File: src/rtl/imem_loader_if.sv
// Byte-stream intake and instruction-memory write bus
// shared by the boot loader and its surroundings.
interface imem_loader_if #(
  parameter int ADDR_W = 8
);
  logic              byte_valid;
  logic [7:0]        byte_data;
  logic              byte_ready;
  logic              imem_we;
  logic [ADDR_W-1:0] imem_addr;
  logic [31:0]       imem_wdata;

  modport master (
    output byte_valid,
    output byte_data,
    input  byte_ready,
    input  imem_we,
    input  imem_addr,
    input  imem_wdata
  );

  modport slave (
    input  byte_valid,
    input  byte_data,
    output byte_ready,
    output imem_we,
    output imem_addr,
    output imem_wdata
  );
endinterface

File: src/rtl/imem_loader.sv
// Boot loader: streams a length-prefixed, XOR-checked image
// into instruction memory and holds the core in reset until verified.
module imem_loader #(
  parameter int ADDR_W = 8
) (
  input  logic            clk,
  input  logic            rst,
  imem_loader_if.slave    bus,
  output logic            core_rst,
  output logic            load_done,
  output logic            err,
  output logic [ADDR_W:0] words_loaded
);

  localparam logic [2:0] S_LEN_LO = 3'd0;
  localparam logic [2:0] S_LEN_HI = 3'd1;
  localparam logic [2:0] S_DATA   = 3'd2;
  localparam logic [2:0] S_CHK    = 3'd3;
  localparam logic [2:0] S_DONE   = 3'd4;
  localparam logic [2:0] S_ERR    = 3'd5;

  localparam logic [16:0] CAP = 17'(1) << ADDR_W;

  logic [2:0]        state_q, state_d;
  logic [7:0]        len_lo_q, len_lo_d;
  logic [ADDR_W:0]   len_q, len_d;
  logic [7:0]        csum_q, csum_d;
  logic [1:0]        bcnt_q, bcnt_d;
  logic [ADDR_W-1:0] wptr_q, wptr_d;
  logic [23:0]       asm_q, asm_d;
  logic              we_q, we_d;
  logic [ADDR_W-1:0] addr_q, addr_d;
  logic [31:0]       wdata_q, wdata_d;
  logic              crst_q, crst_d;
  logic              done_q, done_d;
  logic              err_q, err_d;
  logic [ADDR_W:0]   words_q, words_d;

  logic            ready;
  logic            acc;
  logic [16:0]     n_full;
  logic [ADDR_W:0] words_inc;

  assign ready = rst && (state_q == S_LEN_LO ||
                         state_q == S_LEN_HI ||
                         state_q == S_DATA   ||
                         state_q == S_CHK);
  assign acc       = bus.byte_valid && ready;
  assign n_full    = {1'b0, bus.byte_data, len_lo_q};
  assign words_inc = words_q + 1'b1;

  always_comb begin
    state_d  = state_q;
    len_lo_d = len_lo_q;
    len_d    = len_q;
    csum_d   = csum_q;
    bcnt_d   = bcnt_q;
    wptr_d   = wptr_q;
    asm_d    = asm_q;
    we_d     = 1'b0;
    addr_d   = addr_q;
    wdata_d  = wdata_q;
    crst_d   = crst_q;
    done_d   = done_q;
    err_d    = err_q;
    words_d  = words_q;
    if (acc) begin
      unique case (1'b1)
        (state_q == S_LEN_LO): begin
          len_lo_d = bus.byte_data;
          csum_d   = 8'h00;
          state_d  = S_LEN_HI;
        end
        (state_q == S_LEN_HI): begin
          len_d = n_full[ADDR_W:0];
          if (n_full == 17'd0 || n_full > CAP) begin
            err_d   = 1'b1;
            state_d = S_ERR;
          end else begin
            state_d = S_DATA;
          end
        end
        (state_q == S_DATA): begin
          csum_d = csum_q ^ bus.byte_data;
          bcnt_d = bcnt_q + 2'd1;
          asm_d  = {bus.byte_data, asm_q[23:8]};
          // 4th byte completes the word; byte 0 sits at [7:0]
          if (bcnt_q == 2'd3) begin
            we_d    = 1'b1;
            addr_d  = wptr_q;
            wdata_d = {bus.byte_data, asm_q};
            wptr_d  = wptr_q + 1'b1;
            words_d = words_inc;
            if (words_inc == len_q) begin
              state_d = S_CHK;
            end
          end
        end
        (state_q == S_CHK): begin
          if (bus.byte_data == csum_q) begin
            done_d  = 1'b1;
            crst_d  = 1'b1;
            state_d = S_DONE;
          end else begin
            err_d   = 1'b1;
            state_d = S_ERR;
          end
        end
        default: begin
        end
      endcase
    end
  end

  always_ff @(posedge clk) begin
    if (!rst) begin
      state_q  <= S_LEN_LO;
      len_lo_q <= '0;
      len_q    <= '0;
      csum_q   <= '0;
      bcnt_q   <= '0;
      wptr_q   <= '0;
      asm_q    <= '0;
      we_q     <= 1'b0;
      addr_q   <= '0;
      wdata_q  <= '0;
      crst_q   <= 1'b0;
      done_q   <= 1'b0;
      err_q    <= 1'b0;
      words_q  <= '0;
    end else begin
      state_q  <= state_d;
      len_lo_q <= len_lo_d;
      len_q    <= len_d;
      csum_q   <= csum_d;
      bcnt_q   <= bcnt_d;
      wptr_q   <= wptr_d;
      asm_q    <= asm_d;
      we_q     <= we_d;
      addr_q   <= addr_d;
      wdata_q  <= wdata_d;
      crst_q   <= crst_d;
      done_q   <= done_d;
      err_q    <= err_d;
      words_q  <= words_d;
    end
  end

  assign bus.byte_ready = ready;
  assign bus.imem_we    = we_q;
  assign bus.imem_addr  = addr_q;
  assign bus.imem_wdata = wdata_q;
  assign core_rst       = crst_q;
  assign load_done      = done_q;
  assign err            = err_q;
  assign words_loaded   = words_q;

endmodule
File: src/flat_wrapper.sv
// flat-port wrapper written by rule: the top's interface ports become plain ports
module imem_loader_flat 
#(
  parameter int ADDR_W = 8
)
  (clk, rst, core_rst, load_done, err, words_loaded, bus_byte_valid, bus_byte_data, bus_byte_ready, bus_imem_we, bus_imem_addr, bus_imem_wdata);
  imem_loader_if #(.ADDR_W(ADDR_W)) bus_i ();
  input  logic clk;
  input  logic rst;
  output logic core_rst;
  output logic load_done;
  output logic err;
  output logic [ADDR_W:0] words_loaded;
  input wire logic [$bits(bus_i.byte_valid)-1:0] bus_byte_valid;
  input wire logic [$bits(bus_i.byte_data)-1:0] bus_byte_data;
  output wire logic [$bits(bus_i.byte_ready)-1:0] bus_byte_ready;
  output wire logic [$bits(bus_i.imem_we)-1:0] bus_imem_we;
  output wire logic [$bits(bus_i.imem_addr)-1:0] bus_imem_addr;
  output wire logic [$bits(bus_i.imem_wdata)-1:0] bus_imem_wdata;
  assign bus_i.byte_valid = bus_byte_valid;
  assign bus_i.byte_data = bus_byte_data;
  assign bus_byte_ready = bus_i.byte_ready;
  assign bus_imem_we = bus_i.imem_we;
  assign bus_imem_addr = bus_i.imem_addr;
  assign bus_imem_wdata = bus_i.imem_wdata;
  imem_loader #(.ADDR_W(ADDR_W)) u_core (.clk(clk), .rst(rst), .bus(bus_i), .core_rst(core_rst), .load_done(load_done), .err(err), .words_loaded(words_loaded));
endmodule
File: config.mk
export PLATFORM = sky130hd
export DESIGN_NAME = imem_loader_flat
export DESIGN_NICKNAME = d
export VERILOG_FILES = /design/src/rtl/imem_loader_if.sv /design/src/rtl/imem_loader.sv /design/src/flat_wrapper.sv
export SDC_FILE = /design/constraint.sdc
export NUM_CORES = 1
export LEC_CHECK = 0
export ABC_AREA = 1
export CORE_MARGIN = 5
export CORE_UTILIZATION = 39
export DETAILED_ROUTE_END_ITERATION = 12
export SLEW_MARGIN = 10
export SYNTH_ARGS = -nofsm -noshare
export SYNTH_HDL_FRONTEND = slang
export SYNTH_SLANG_ARGS = --single-unit
File: constraint.sdc
create_clock -name clk -period 2.15 [get_ports clk]
set_input_delay 0.215 -clock clk [delete_from_list [all_inputs] [get_ports clk]]
set_output_delay 0.215 -clock clk [all_outputs]
set_load 0.1 [all_outputs]
### Word level (Yosys, flattened, before mapping)

Index checks and enable logic that the tools add are counted.

* divide/modulo/power cells: 0
* shift-type cells: 0
* mux-type cells: 10
* multipliers: 0
* bitwise gates (word level): 1
* order comparisons: 1
* reductions and logical operators: 20
* equality and inequality tests: 10
* add/subtract/negate cells: 3

Operator list (number)
* $logic_not A17 Y1: 1
* $gt A16 B9 Y1 const B: 1
* $pmux W8 S2: 1
* $pmux W3 S4: 1
* $add A9 B1 Y9 const B: 1
* $eq A9 B9 Y1: 1
* $mux W3: 3
* $reduce_and A3 Y1: 3
* $add A8 B1 Y8 const B: 1
* $eq A8 B8 Y1: 1
* $ne A2 B2 Y1 const B: 4
* $reduce_and A2 Y1: 4
* $reduce_and A4 Y1: 2
* $xor A8 B8 Y8: 1
* $eq A3 B2 Y1 const B: 2
* $logic_or A1 B1 Y1: 4
* $mux W1: 4
* $reduce_bool A2 Y1: 2
* $reduce_bool A4 Y1: 1
* $eq A3 B1 Y1 const B: 1
* $logic_not A3 Y1: 1
* $add A2 B1 Y2 const B: 1
* $eq A2 B2 Y1 const B: 1
* $logic_and A1 B1 Y1: 2
* $pmux W1 S2: 1

* output and inout bits: 54
* word-level logic and storage cells: 58
* memories: 0
* register bits after elaboration: 114
* memory bits (read-only): 0
* input port bits: 11
* RAM bits: 0
* latch bits: 0

### Depth between registers and ports, before layout

Gate-level depths: netlist (run 1).

* depth in word-level cells: 7
* mapped depth: 13
* mapped depth without buffers: 13

### Worst setup path before layout (run 1)

No wires, ideal clock.

* path kind: reg2reg
* start point: register u_core.words_q[0] (netlist: u_core.words_loaded[0])
* end point: register u_core.state_q[1]
* path buffers: 0
* library setup time: 0.115 ns
* data arrival time: 2.336 ns
* cell stages (with the launch flop): 13
* data required time: 2.035 ns
* period minus slack after synthesis: 2.452 ns
* slack: -0.302 ns
* cells stage by stage: dfxtp_1 ha_1 nand2_1 nor2_1 nand3_1 nand2_1 nand2_1 nand2_1 nor2_1 nand3_1 nand2_1 o21ai_0 inv_1

* cells in the longest elaborated chain, start to end: 4

RTL lines
* start, declared: RTL line imem_loader.sv:37 `logic [ADDR_W:0] words_q, words_d;`
* start signal, assigned: RTL line imem_loader.sv:145 `words_q <= words_d;`
* $add A9 B1 Y9: RTL line imem_loader.sv:50 `assign words_inc = words_q + 1'b1;`
* $eq A9 B9 Y1: RTL line imem_loader.sv:94 `if (words_inc == len_q) begin`
* $ne A2 B2 Y1 (no source line)
* $reduce_and A4 Y1 (no source line)
* end signal, assigned: RTL line imem_loader.sv:132 `state_q <= state_d;`
* end, declared: RTL line imem_loader.sv:24 `logic [2:0] state_q, state_d;`

No other way between the ends.
A chain may end at the register's enable or synchronous reset.

### Final worst setup path (run 1)

* start point: register u_core.words_q[0] (netlist: u_core.words_loaded[0])
* end point: register u_core.state_q[0]

Same word-level chain as after synthesis.

==> summary by stage, run 1 <==
Global routing
The first-pass GRT wire length is 18.48 mm. Entering global routing, the biggest net connects 75 pins. Global routing finished with a remaining overflow of 0. The global-route total usage across every layer is 15.95%. The via count of the first global-routing pass is 3900. The initial antenna violation count is 0.

Placement
At the end of routability-driven placement, the weighted congestion stood at 0.8128. Input and output buffers added on the ports amount to 64. The half-perimeter wire length after detailed placement is 7.577 mm.

Logic synthesis
After Yosys synthesis, XOR and XNOR cells account for 2.296% of the synthesized area. The number of different library cells in the post-synthesis netlist is 32. The flip-flop and latch count after synthesis is 114.

Ranked by total cell area, the synthesized netlist is headed by dfxtp_1 50%, nor2_1 14%, o21ai_0 10%, nand2_1 5.7%, a21oi_1 4.3%. Counting every net in the synthesized netlist gives 631. Dividing the synthesized area by the synthesized cell count gives 7.420 um^2.

The fraction of the mapped netlist area in compound gates is 16.15%. The portion of the post-synthesis area used by sequential elements is 49.85%. The synthesized design spends more area on one cell type than any other, namely dfxtp_1. After synthesis, the largest area contributor takes up 49.85% of total cell area. The share of cell area taken by muxes after synthesis is 0%.

After synthesis, the largest family of logic cells by area is simple AND/OR/NAND/NOR gates. The cell area after technology mapping is 0.004578 mm^2. The area share of fa/ha/maj cells after synthesis is 0.8199%. The synthesis warning total is 0. The count of mapped cells out of synthesis is 617. The simple-gate area share of the yosys netlist is 24.95%.

CTS
The maximum count of clock buffers along a single path is 2. TritonCTS built the clock tree. The CTS buffer count is 17. The tree is rooted in a clkbuf_16.

Clock-pin slew was measured on the worst setup and hold paths at 50 ps. The H-tree was split into 4 levels. CTS saw 114 sinks.

Clock latency on the worst-skew pair, taken at its later pin, is 400 ps. The post-CTS setup buffer count is 0.

Finish
Leaving out fill and tap cells, the most frequent cell in the layout is nor2_1. The share of post-route cells with drive strength above 1 is 16.52%. At the end of the flow, the number of nets in the layout was 694. The area growth from synthesis to layout is 26.10%. The number of diodes is 0. In the layout the commonest cells are 167 x nor2_1, 109 x dfxtp_1, 96 x o21ai_0.

Drt
After detailed routing, the average wire length per cell comes to 13.16 um. The total wire length after detailed routing is 10.96 mm. The number of DRC markers after the initial detailed-route iteration is 296. For this run, design rule violations remaining after detail routing come to 0. In the routed layout, each cell is associated on average with a via count of 4.966. The pre-antenna-repair detailed-routing pass consisted of 6 iterations. The total number of vias is 4137.

The post-route antenna net violation count is 0.

STA
The setup total negative slack is 0 ps. The highest clock frequency the design can meet is 534.9 MHz. Setup repair after global routing left no endpoint under its margin. For the pin with the worst max-slew slack, the measured transition is 559.3 ps.

The period utilization is 86.95%. The clock period could shrink to 1869 ps. Across all hold checks on the routed design, the worst slack comes to 303.0 ps. The final count of pins violating max slew came to 0.

The worst pin sits at a relative slew slack of 62.71%. The number of endpoints with negative hold slack in the final report is 0. The largest clock skew in the final design is 6.263 ps. Setup violations remaining at the end of the flow were counted as 0.

Power and ir drop
The switching power share of the total is 21.51%. Of the total power, combinational logic draws 4.8%. Summed over all nets, the switching power comes to 1.070 mW. Power spread over the standard cell area amounts to 861.1 mW/mm^2. The sequential share of power is 43.9%. Cell internal power was estimated by the tool at 3.902 mW. The peak supply drop is 421.8 uV. The proportion of power drawn by the clock network is 51.3%. The static power due to leakage is 2.448 nW. Total power for the finished layout comes to 4.971 mW.

Run status
The run finished with clean final reports.

Setup path
The most critical setup path has its startpoint at u_core.words_loaded[0]$_SDFFE_PN0P_. STA classifies the critical path endpoint as a flop. The path type of the worst setup path is flop to flop. At the worst endpoint, the required time is 2440 ps. The critical path goes through ha_1, nand2_1, nor2_2, nand2_1, nand2_1, nand2_1, nand2_1, nand2_1, nor2_1, nand3_1, a21oi_1, nor2_1. The critical path buffer and inverter count is 0. The worst reg2reg path startpoint is u_core.words_loaded[0]$_SDFFE_PN0P_. By instance count, the cell type seen most on the critical path is nand2_1.

The element type at the critical path start is a flop. In this run the worst path has a maximum fanout of 5. The category of cells accounting for the largest share of critical-path delay is simple AND/OR/NAND/NOR gates. For this design, the slowest cell found on the critical path is dfxtp_2. The stage delay of the slowest cell on the critical path is 390 ps. For the worst setup path, the data arrival time is 2160 ps.

Floorplanning
The starting utilization of the core area is 39.92%. The number of rows created at floorplan is 39. The die is 118.3 um wide. The number of top-level pins is 65. The die covers 0.01401 mm^2.

The die is 118.3 um tall. The placeable core region is 0.01147 mm^2.

Min path
The path type of the worst min-delay path is input port to flop. The critical hold path startpoint is rst.

Job
The max-capacitance violation count is 0.
-- final cells by class --
| cell class | instances | area (um^2) |
|---|---|---|
| Timing Repair Buffer | 75 | 608.1 |
| Fill cell | 1094 | 5694 |
| Multi-Input combinational cell | 435 | 2027 |
| Inverter | 37 | 140.1 |
| Clock inverter | 8 | 90.09 |
| Tap cell | 143 | 178.9 |
| Clock buffer | 21 | 440.4 |
| Sequential cell | 114 | 2288 |
-- kinds of logic (layout without fill, tap and decap cells) --
family | after synthesis | after routing
DFF | 114 | 114
and+or+nand+nor | 276 | 276
adders and majority gates | 3 | 3
buffers and inverters | 68 | 141
xor gates and xnor gates | 12 | 12
AOI/OAI and AO/OA | 144 | 144
-- worst reg2reg max path, delay by kind of cell, from the launching register on --
kind	cells	cell delay [ps]
adder cells (fa/ha/maj)	1	240
AND/OR/NAND/NOR	10	920
flip-flops	1	390
AO/OA/AOI/OAI	1	200
-- flip-flops by register name (all words and copies together), names as in the netlist --
name	count
u_core.state_q	3
u_core.asm_q	24
u_core.len_lo_q	8
u_core.bus.imem_we	1
u_core.words_loaded	9
u_core.csum_q	8
u_core.err	1
u_core.bus.imem_wdata	32
u_core.bcnt_q	2
u_core.bus.imem_addr	8
u_core.wptr_q	8
u_core.core_rst	1
u_core.len_q	9
-- timing repair --
item / in CTS / in global routing
resized for setup: 0 / 1
hold buffers: 0 / 0
setup endpoints to repair: 0 / 1
-- through the flow --
stage / setup WS, ps / cell area, um^2 / utilization, % / cells
6_report: 280.6 / 5773 / 50.34 / 833
3_5_place_dp: 53.38 / 5240 / 45.70 / 804
2_1_floorplan: 41.48 / 4584 / - / 617
5_1_grt: 73.20 / 5773 / 50.34 / 833
3_3_place_gp: 140.1 / 5240 / 45.70 / 804
4_1_cts: 200.8 / 5771 / 50.32 / 833
-- routing by layer --
metal	vias to the layer above	wire length [um]	GRT usage, %
li1	2131	-	-
met2	115	5040	24.68
met1	1880	5218	21.38
met3	11	565	5.349
met4	0	135	4.301
met5	-	0	0
-- cell usage after synthesis, drive strengths merged --
| cell type | count |
|---|---|
| o21ai | 96 |
| buf | 8 |
| clkinv | 1 |
| o21bai | 1 |
| dfxtp | 114 |
| nor2 | 169 |
| ha | 3 |
| a211oi | 3 |
| nand3b | 4 |
| a21oi | 39 |
| clkbuf | 23 |
| nor3 | 5 |
| or2 | 7 |
| nand2 | 70 |
| inv | 36 |
| nand3 | 18 |
| nor3b | 1 |
| xor2 | 5 |
| a31oi | 3 |
| nand4 | 1 |
| nor4 | 1 |
| o21a | 2 |
| xnor2 | 7 |
-- path summary, 6_finish.rpt --
check	end	slack [ps]	depth (start not counted)
worst max register to register	u_core.state_q[0]$_SDFFE_PN0P_	280	12
worst min register to register	u_core.wptr_q[6]$_SDFFE_PN0P_	460	1
worst min-delay path	u_core.core_rst$_SDFFE_PN0P_	300	5
worst max-delay path	u_core.state_q[0]$_SDFFE_PN0P_	280	12
-- power groups by stage --
stage                     clock network, mW  logic [mW]  registers (mW)
final                                  2.55       0.239            2.18
after CTS                              2.60       0.240            2.18
after detailed placement                  0       0.237            2.22
after global routing                   2.71       0.271            2.18
after global placement                    0       0.234            2.22
after floorplan                           0       0.155            2.22
Power figures use the tool's default switching activity.
==> inputs of run 2 (changes only) <==
--- a/config.mk
+++ b/config.mk
@@ -6,9 +6,12 @@
 export NUM_CORES = 1
 export LEC_CHECK = 0
 export ABC_AREA = 1
+export ABC_CLOCK_PERIOD_IN_PS = 2150
+export CAP_MARGIN = 20
 export CORE_MARGIN = 5
-export CORE_UTILIZATION = 39
+export CORE_UTILIZATION = 54
 export DETAILED_ROUTE_END_ITERATION = 12
+export PLACE_DENSITY = 0.79
 export SLEW_MARGIN = 10
 export SYNTH_ARGS = -nofsm -noshare
 export SYNTH_HDL_FRONTEND = slang
==> run 2 against run 1 <==
Net effect: register-to-register slack got worse by 140 ps; wire length up 3.0%; final cell count down 4.1%; design area grew 1.0%; clock skew up 1.1 ps; largest cell class unchanged; highest routed layer unchanged; power is 7.3% higher.
==> summary by stage, run 2 (synthesis results as in run 1) <==
Placement
The placed instance count is 768 (-4.5%). The number of buffers added on ports is 64 (unchanged). The half-perimeter wire length after detailed placement is 7.518 mm (-0.78%). The routability congestion estimate from global placement is 0.8400 (+3.3%). The worst setup slack after placement was 84.69 ps (+31.30 ps).

Drt
The number of DRC markers after the initial detailed-route iteration is 253 (-15%). The total wire length after detailed routing is 11.29 mm (+3.0%). The DRC violation count after routing is 0 (unchanged). The routed wirelength normalized by instance count is 14.13 um (+7.4%). The post-route antenna net violation count is 0 (unchanged). The number of iterations in the first detailed-routing pass is 5 (-1). The total number of vias is 4283 (+3.5%).

The via-per-instance ratio was 5.360 (+7.9%).

STA
The worst path setup slack after routing is 139.9 ps (-140.7 ps). The minimum period implied by the final worst setup slack is 2010 ps (+140.7 ps). The setup total negative slack is 0 ps (unchanged).

The normalized max-slew margin was 68.87% (+6.2 points). The count of final setup violators was 0 (unchanged). The final count of pins violating max slew came to 0 (unchanged). The number of endpoints with negative hold slack in the final report is 0 (unchanged). The largest clock skew in the final design is 7.344 ps (+1.081 ps). The period utilization came to 93.49% (+6.5 points).

The highest clock frequency the design can meet is 497.5 MHz (-7.0%). The post-route worst hold slack is 203.2 ps (-99.77 ps). The transition time at the pin with the least slew margin is 467.0 ps (-92.35 ps).

Setup repair after global routing left no endpoint under its margin.

Floorplanning
The die footprint is 0.01042 mm^2 (-26%). The die boundary width came to 102.1 um (-14%). The vertical die dimension was 102.1 um (-14%). The number of rows created at floorplan is 33 (-15%). The starting utilization of the core area is 55.44% (+16 points). The placeable core region is 0.008258 mm^2 (-28%). The number of top-level pins is 65 (unchanged).

CTS
The TritonCTS clock tree is built. The post-CTS setup buffer count was 0 (unchanged). The number of cells upsized or downsized after cts came to 0 (unchanged). The insertion delay of the later-clocked pin in the worst-skew pair was 500 ps (+100 ps).

The root buffer cell chosen for the clock tree is clkbuf_8. The CTS buffer count is 17 (unchanged). The number of H-tree branching levels is 4 (unchanged). The clock-pin slew of the registers on the worst-case setup and hold paths is 60 ps (about the same). The maximum count of clock buffers along a single path was 2 (unchanged). The number of sinks driven by the clock tree was 114 (unchanged).

The number of hold buffers added after CTS was 0 (unchanged).

Power and ir drop
The static power due to leakage is 2.503 nW (+2.2%). The sequential share of power was 40.8% (-3.1 points). The proportion of power drawn by the clock network was 54.6% (+3.3 points). The internal power component came to 4.230 mW (+8.4%). The total power density per cell area is 914.0 mW/mm^2 (+6.1%). The net switching power of the design is 1.101 mW (+2.9%).

The part of the power in combinational logic is 4.6% (-0.2 points). The peak supply drop is 750.5 uV (+78%). The switching power share of the total is 20.65% (-0.86 points).

Setup path
The path type of the worst setup path is flop to flop. The worst path arrival time is 2440 ps (+280 ps). The critical path launch point is u_core.words_loaded[0]$_SDFFE_PN0P_.

The element type at the critical path start is a flop. Walking the worst path, the cells encountered are ha_1, nand2_1, nor2_1, nand2_1, nand2_1, nand2_1, nand2_1, nand2_1, nor2_1, nand3_1, nand2_1, nand2_1, a21oi_1. Among cell families on the critical path, the largest total delay comes from simple AND/OR/NAND/NOR gates. STA classifies the critical path endpoint as a flop. The critical path depth is 13 (+1). The critical path buffer and inverter count is 0 (unchanged). The stage delay of the slowest cell on the critical path was 390 ps (about the same). For this design, the slowest cell found on the critical path is dfxtp_2. The worst reg-to-reg path cell count was 13 (+1). The highest fanout seen on the critical path is 5 (unchanged). The required time reported for the critical path endpoint is 2580 ps (+140 ps). The cell with the most instances on the worst path is nand2_1. In this run the critical register-to-register path is launched from u_core.words_loaded[0]$_SDFFE_PN0P_.

Finish
The number of nets in the layout is 696 (+0.29%). The total of fill cells in the finished design was 626 (-43%). The number of flip-flops in the largest register came to 32 (unchanged). The signed area change from the synthesized netlist to the final layout is 27.41%. The library cells used most frequently in the layout, excluding fill and tap cells, are 168 x nor2_1, 109 x dfxtp_1, 96 x o21ai_0. The share of post-route cells with drive strength above 1 was 17.29% (+0.77 points). The non-filler instance count after layout was 799 (-4.1%). The most common library cell in the layout ignoring fill and taps is nor2_1. The number of diodes is 0 (unchanged).

Min path
The instance count along the most critical hold path is 5 (unchanged). The path type of the worst min-delay path is input port to flop. The critical hold path startpoint is rst.

Global routing
The initial antenna violation count was 0 (unchanged). The global-route total usage across every layer is 23.05% (+7.1 points). The total congestion overflow after global routing is 0 (unchanged). The pin count of the biggest net entering global routing is 57 (-24%). The first-pass GRT wire length is 19.07 mm (+3.2%). The via count of the first global-routing pass came to 4062 (+4.2%).

Job
The max-capacitance violation count is 0 (unchanged).

Run status
The run finished with clean final reports.
run 2: cell types whose count changed in the layout (fill, tap and decap cells not counted):
| cell | previous run | this run |
|---|---|---|
| buf_4 | 63 | 65 |
| bufinv_16 | 2 | 4 |
| clkbuf_1 | 4 | 1 |
| clkbuf_16 | 17 | 16 |
| clkbuf_8 | 0 | 5 |
| clkinv_2 | 7 | 4 |
| clkinv_4 | 0 | 2 |
| nor2_1 | 167 | 168 |
| nor2_2 | 2 | 1 |
run 2: routing by layer:
metal  GRT usage [%]  wire length (um)
met1           28.51              4869
met2           38.18              5451
met3           7.645               752
met4           7.265               212
met5               0                 0
run 2: worst paths after layout:
kind                                    end  slack [ps]
min reg2reg   u_core.wptr_q[6]$_SDFFE_PN0P_         470
max reg2reg  u_core.state_q[2]$_SDFFE_PN0P_         140
max          u_core.state_q[2]$_SDFFE_PN0P_         140
min            u_core.core_rst$_SDFFE_PN0P_         200
run 2: worst min-delay path, cell delays in order:
cell,delay [ps]
buf_2,120
nand3_2,140
nor2_1,70
nor2_1,80
nor2_1,40
run 2: power by group through the flow:
stage	clock network (mW)	logic [mW]	registers [mW]
after floorplan	0	0.155	2.22
after global placement	0	0.231	2.22
after detailed placement	0	0.238	2.22
after CTS	2.94	0.243	2.18
after global routing	3.05	0.273	2.18
final	2.91	0.245	2.18
run 2: area by class of cell:
type | instances | area, um^2 | share of cell area, %
sequential | 114 | 2288 | 39.23
multi-input combinational | 435 | 2024 | 34.71
timing repair buffer | 77 | 623.1 | 10.68
clock buffer | 22 | 473.0 | 8.108
clock inverter | 9 | 152.6 | 2.617
inverter | 37 | 140.1 | 2.402
tap | 105 | 131.4 | 2.252
run 2: per-stage QoR:
| stage | power [mW] | util [%] | cell area (um^2) |
|---|---|---|---|
| floorplan | 2.371 | - | 4584 |
| global placement | 2.449 | 63.06 | 5207 |
| detailed placement | 2.457 | 63.06 | 5207 |
| CTS | 5.361 | 70.64 | 5833 |
| global route | 5.504 | 70.64 | 5833 |
| finish | 5.331 | 70.64 | 5833 |
